[config.mk]
export PLATFORM = sky130hd
export DESIGN_NAME = dot
export DESIGN_NICKNAME = d
export VERILOG_FILES = /design/src/rtl/dot.sv
export SDC_FILE = /design/constraint.sdc
export NUM_CORES = 2
export LEC_CHECK = 0
export ABC_CLOCK_PERIOD_IN_PS = 17850
export BUFFER_PORTS_ARGS = -buffer_cell sky130_fd_sc_hd__buf_2
export CAP_MARGIN = 30
export CORE_AREA = 2 2 288 433
export DETAILED_ROUTE_END_ITERATION = 6
export DIE_AREA = 0 0 290 435
export SLEW_MARGIN = 20
export SYNTH_ARGS = -nofsm -noshare
export SYNTH_HDL_FRONTEND = slang
export SYNTH_SLANG_ARGS = --single-unit
[constraint.sdc]
create_clock -name clk -period 17.85 [get_ports clk]
set_clock_uncertainty 0.15 [all_clocks]
set_input_delay 1.785 -clock clk [delete_from_list [all_inputs] [get_ports clk]]
set_output_delay 1.785 -clock clk [all_outputs]
set_load 0.005 [all_outputs]
[src/rtl/dot.sv]
// Fixed-point Q16.16 dot product engine: slave register interface, single-outstanding memory master.
// A held offset-0 slave read stalls until the result is available.
module dot (
   input  logic        clk,
   input  logic        rst_n,
   input  logic [3:0]  slave_address,
   input  logic        slave_read,
   input  logic        slave_write,
   input  logic [31:0] slave_writedata,
   output logic [31:0] slave_readdata,
   output logic        slave_waitrequest,
   output logic [31:0] master_address,
   output logic        master_read,
   input  logic        master_waitrequest,
   input  logic        master_readdatavalid,
   input  logic [31:0] master_readdata,
   output logic        master_write,
   output logic [31:0] master_writedata
);

   typedef enum logic [2:0] {
      StIdle, StFetchW, StWaitW, StFetchI, StWaitI, StMac, StDone
   } state_t;

   state_t      state;
   logic [31:0] wbase, ibase, len;
   logic [31:0] acc, idx, w, a;
   logic        mr_q;
   logic [31:0] ma_q;

   logic [63:0] p, rnd;
   logic [31:0] prod, idx_nxt;
   logic        busy, start;
   logic        unused_rnd_lo;

   // Low 64 bits of the sign-extended product equal the signed 64-bit product.
   assign p             = {{32{w[31]}}, w} * {{32{a[31]}}, a};
   assign rnd           = p + 64'h0000_0000_8000_0000;
   assign prod          = rnd[63:32];
   assign unused_rnd_lo = ^rnd[31:0];
   assign idx_nxt       = idx + 32'd1;
   assign busy          = (state != StIdle) && (state != StDone);
   assign start         = slave_write && (slave_address == 4'd0);

   always_ff @(posedge clk) begin
      if (rst_n) begin
         state <= StIdle;
         wbase <= '0;
         ibase <= '0;
         len   <= '0;
         acc   <= '0;
         idx   <= '0;
         w     <= '0;
         a     <= '0;
         mr_q  <= 1'b0;
         ma_q  <= '0;
      end else begin
         if (slave_write) begin
            case (slave_address)
               4'd2:    wbase <= slave_writedata;
               4'd3:    ibase <= slave_writedata;
               4'd5:    len   <= slave_writedata;
               default: ;
            endcase
         end
         case (state)
            StIdle: begin
               if (start) begin
                  acc <= '0;
                  idx <= '0;
                  if (len == 32'd0) begin
                     state <= StDone;
                  end else begin
                     state <= StFetchW;
                     mr_q  <= 1'b1;
                     ma_q  <= wbase;
                  end
               end
            end
            StFetchW: begin
               if (!master_waitrequest) begin
                  mr_q  <= 1'b0;
                  state <= StWaitW;
               end
            end
            StWaitW: begin
               if (master_readdatavalid) begin
                  w     <= master_readdata;
                  state <= StFetchI;
                  mr_q  <= 1'b1;
                  ma_q  <= ibase + {idx[29:0], 2'b00};
               end
            end
            StFetchI: begin
               if (!master_waitrequest) begin
                  mr_q  <= 1'b0;
                  state <= StWaitI;
               end
            end
            StWaitI: begin
               if (master_readdatavalid) begin
                  a     <= master_readdata;
                  state <= StMac;
               end
            end
            StMac: begin
               acc <= acc + prod;
               idx <= idx_nxt;
               if (idx_nxt < len) begin
                  state <= StFetchW;
                  mr_q  <= 1'b1;
                  ma_q  <= wbase + {idx_nxt[29:0], 2'b00};
               end else begin
                  state <= StDone;
               end
            end
            StDone:  state <= StIdle;
            default: state <= StIdle;
         endcase
      end
   end

   // Slave responses are combinational so a stalled read completes in the DONE cycle.
   always_comb begin
      slave_readdata    = '0;
      slave_waitrequest = 1'b0;
      if (!rst_n && slave_read) begin
         case (slave_address)
            4'd0: begin
               slave_waitrequest = busy;
               slave_readdata    = busy ? 32'd0 : acc;
            end
            4'd2:    slave_readdata = wbase;
            4'd3:    slave_readdata = ibase;
            4'd5:    slave_readdata = len;
            default: slave_readdata = '0;
         endcase
      end
   end

   assign master_read      = mr_q & ~rst_n;
   assign master_address   = rst_n ? 32'd0 : ma_q;
   assign master_write     = 1'b0;
   assign master_writedata = '0;

endmodule

==> impl_metrics.yaml <==
run_status:
  outcome: "complete, no violations"
worst_setup_path:
  worst_path_max_delay_cell: "dfxtp_2"
  required_ps: 18130
  path_buf_inv: 5
  arrival_ps: 11870
  crit_type: "flip-flop to flip-flop"
  cp.depth: 36
  cp-start-kind: "flip-flop"
  cp_common_cell: "fa_1"
  slowest_delay_ps: 960
  worstPathMaxFanout: 33
  rr_worst_depth: 36
  cp-end-kind: "flip-flop"
  critical-path-top-delay-family: "adder cells"
finish:
  multiInputGateArea_sq_um: 41600
  nets: 7485
  fillers: 12100
  finalNonFillerCells: 7599
  layout_commonest_cell: "inv_1"
  regArea_sq_um: 5230
  design_area_sq_um: 55800
  layout_common_cells: "inv_1 (1135), fa_1 (1084), nand2_1 (979), and2_1 (488), ha_1 (360)"
  layout-area-overhead-vs-synth_pct: 6.61
  drive_gt1_frac: 0.0544
sta:
  fin_crit_sh: 0.649
  finalHoldViolations: 0
  tns_ps: 0
  fmax_ghz: 0.0863
  finalSetupViolCount: 0
  maxSlewViolCount: 0
  worst_pin_slew_ps: 1200
  rsz0062_at_grt: "no"
  slew_headroom: 0.197
  min_period_ps: 11590
  fin_hold_ws_ps: 304
clock_tree:
  cts_resized: 0
  cts_buffer_depth: 3
  cts_buffers: 36
  clock-sinks: 260
  clockRootBuffer: "clkbuf_16"
  htreeDepth: 2
  cts_tree: "done"
  insertion_delay_ps: 620
  path_clk_slew_ps: 60
  cts_setup_buffers: 0
  ctsHoldBuffers: 0
global_route:
  antenna_found_initial: 8
  grt_max_degree: 89
  grt_pass1_vias: 44400
  grt.total_usage: 0.264
  grt_first_pass_wirelength_um: 256000
  grt_remaining_overflow: 0
route:
  finalWirelength_um: 165000
  first_pass_iters: 6
  post-route-drc-count: 0
  wl_per_cell_um: 21.7
  avgViaCountPerCell: 5.43
  drt-initial-drc-count: 2753
  dr_total_vias: 41300
  ant_nets: 0
worst_hold_path:
  worst_hold_path_type: "flip-flop to flip-flop"
  whs_path_depth: 2
job:
  cap_violations: 0
floorplan:
  die_h_um: 435
  placement_rows: 158
  ios: 173
  die_area_sq_um: 126000
  core_area_sq_um: 123000
  dieWidth_um: 290
  initial_core_util: 0.427
synthesis:
  synth_flop_cell: "dfxtp_1"
  ys_ff_latch: 260
  synth_top_family_by_area: "adder cells"
  synth.yosys.seq_area_share: 0.0994
  async_reset_ff_frac: 0
  synth.distinct_cells: 79
  synth-compound-area-share: 0.0913
  syn_avg_cell_area_sq_um: 8.69
  synth_edf_count: 0
  synthSimpleGateAreaFrac: 0.173
  synth_area_sq_um: 52400
  yosysWarningCount: 0
  synth_fa_ha_area_frac: 0.500
  synth-xor-area-share: 0.0259
  netlist_instances: 6028
  synthMuxAreaShare: 0.000574
placed_design:
  dp_cells: 7527
  place_area_sq_um: 54400
  dpl.hpwl_um: 127000
  gp_congestion: 0.887
  io_buffers: 139
power:
  p_leak_nw: 26.9
  power_density_nw_per_um2: 44.2
  peakVddDrop_mv: 0.0721
==> cell usage after synthesis (54+ instances only) <==
cell type	n	share of area
a21o_1	61	0.0087
a21oi_1	339	0.032
and2_1	491	0.059
clkbuf_1	309	0.022
dfxtp_1	260	0.099
fa_1	1084	0.41
ha_1	360	0.086
inv_1	1135	0.081
nand2_1	982	0.070
nor2_1	192	0.014
o21ai_0	80	0.0076
xnor2_1	98	0.016
xor2_1	54	0.0090
==> area by class of cell <==
cell class | instances | area share
Antenna cell | 7 | 0.000314
Clock buffer | 44 | 0.0174
Clock inverter | 19 | 0.00650
Inverter | 1135 | 0.0763
Multi-Input combinational cell | 4315 | 0.746
Sequential cell | 260 | 0.0936
Tap cell | 1600 | 0.0359
Timing Repair Buffer | 219 | 0.0242
==> routing by layer <==
metal | up-vias | routed length, um | GRT usage | part of all wire
met3 | 456 | 7480 | 0.0249 | 0.045
met5 | - | 9 | 0 | 0.000055
met1 | 21200 | 58200 | 0.290 | 0.35
li1 | 18300 | - | - | -
met4 | 2 | 9940 | 0.138 | 0.060
met2 | 1355 | 89000 | 0.499 | 0.54
==> power by group <==
| part | internal [W] | switching, W | total (W) |
|---|---|---|---|
| Sequential | 0.000640 | 0.0000894 | 0.000729 |
| Clock | 0.000496 | 0.000335 | 0.000831 |
| Combinational | 0.000289 | 0.000619 | 0.000907 |
==> sequential cells by signal, summed over array words and instances (netlist names) <==
| name | cells |
|---|---|
| a | 32 |
| acc | 32 |
| ibase | 32 |
| idx | 32 |
| len | 32 |
| ma_q | 32 |
| w | 32 |
| wbase | 32 |
| state | 3 |
| mr_q | 1 |
==> metrics by stage <==
step	total power, W	util	worst slack [ps]
global placement	0.00162	0.443	6560
finish	0.00247	0.455	6260
floorplan	0.00127	-	8280
CTS	0.00247	0.454	6320
global route	0.00258	0.455	5860
detailed placement	0.00163	0.443	6360
==> cells by family (layout without fill, tap and decap cells) <==
| family | count (synthesis) | count (layout) |
|---|---|---|
| AOI/OAI and AO/OA | 753 | 753 |
| xor gates and xnor gates | 153 | 153 |
| adders and majority gates | 1444 | 1444 |
| buffers and inverters | 1485 | 1417 |
| DFF | 260 | 260 |
| muxes | 3 | 3 |
| other | 1 | 40 |
| and+or+nand+nor | 1929 | 1929 |
==> path summary, 6_finish.rpt <==
kind	start	slack, ps	endpoint
worst min register to register	a[26]$_SDFFE_PP0P_	300	a[26]$_SDFFE_PP0P_
worst max-delay path	w[17]$_SDFFE_PP0P_	6260	acc[28]$_SDFFE_PP0P_
worst max register to register	w[17]$_SDFFE_PP0P_	6260	acc[28]$_SDFFE_PP0P_
worst min-delay path	a[26]$_SDFFE_PP0P_	300	a[26]$_SDFFE_PP0P_
==> tightest hold or removal path, stage by stage (launching register included) <==
cell and delay (ps):
dfxtp_1 310, nand2_1 50, a21oi_1 50
Power figures use the tool's default switching activity.
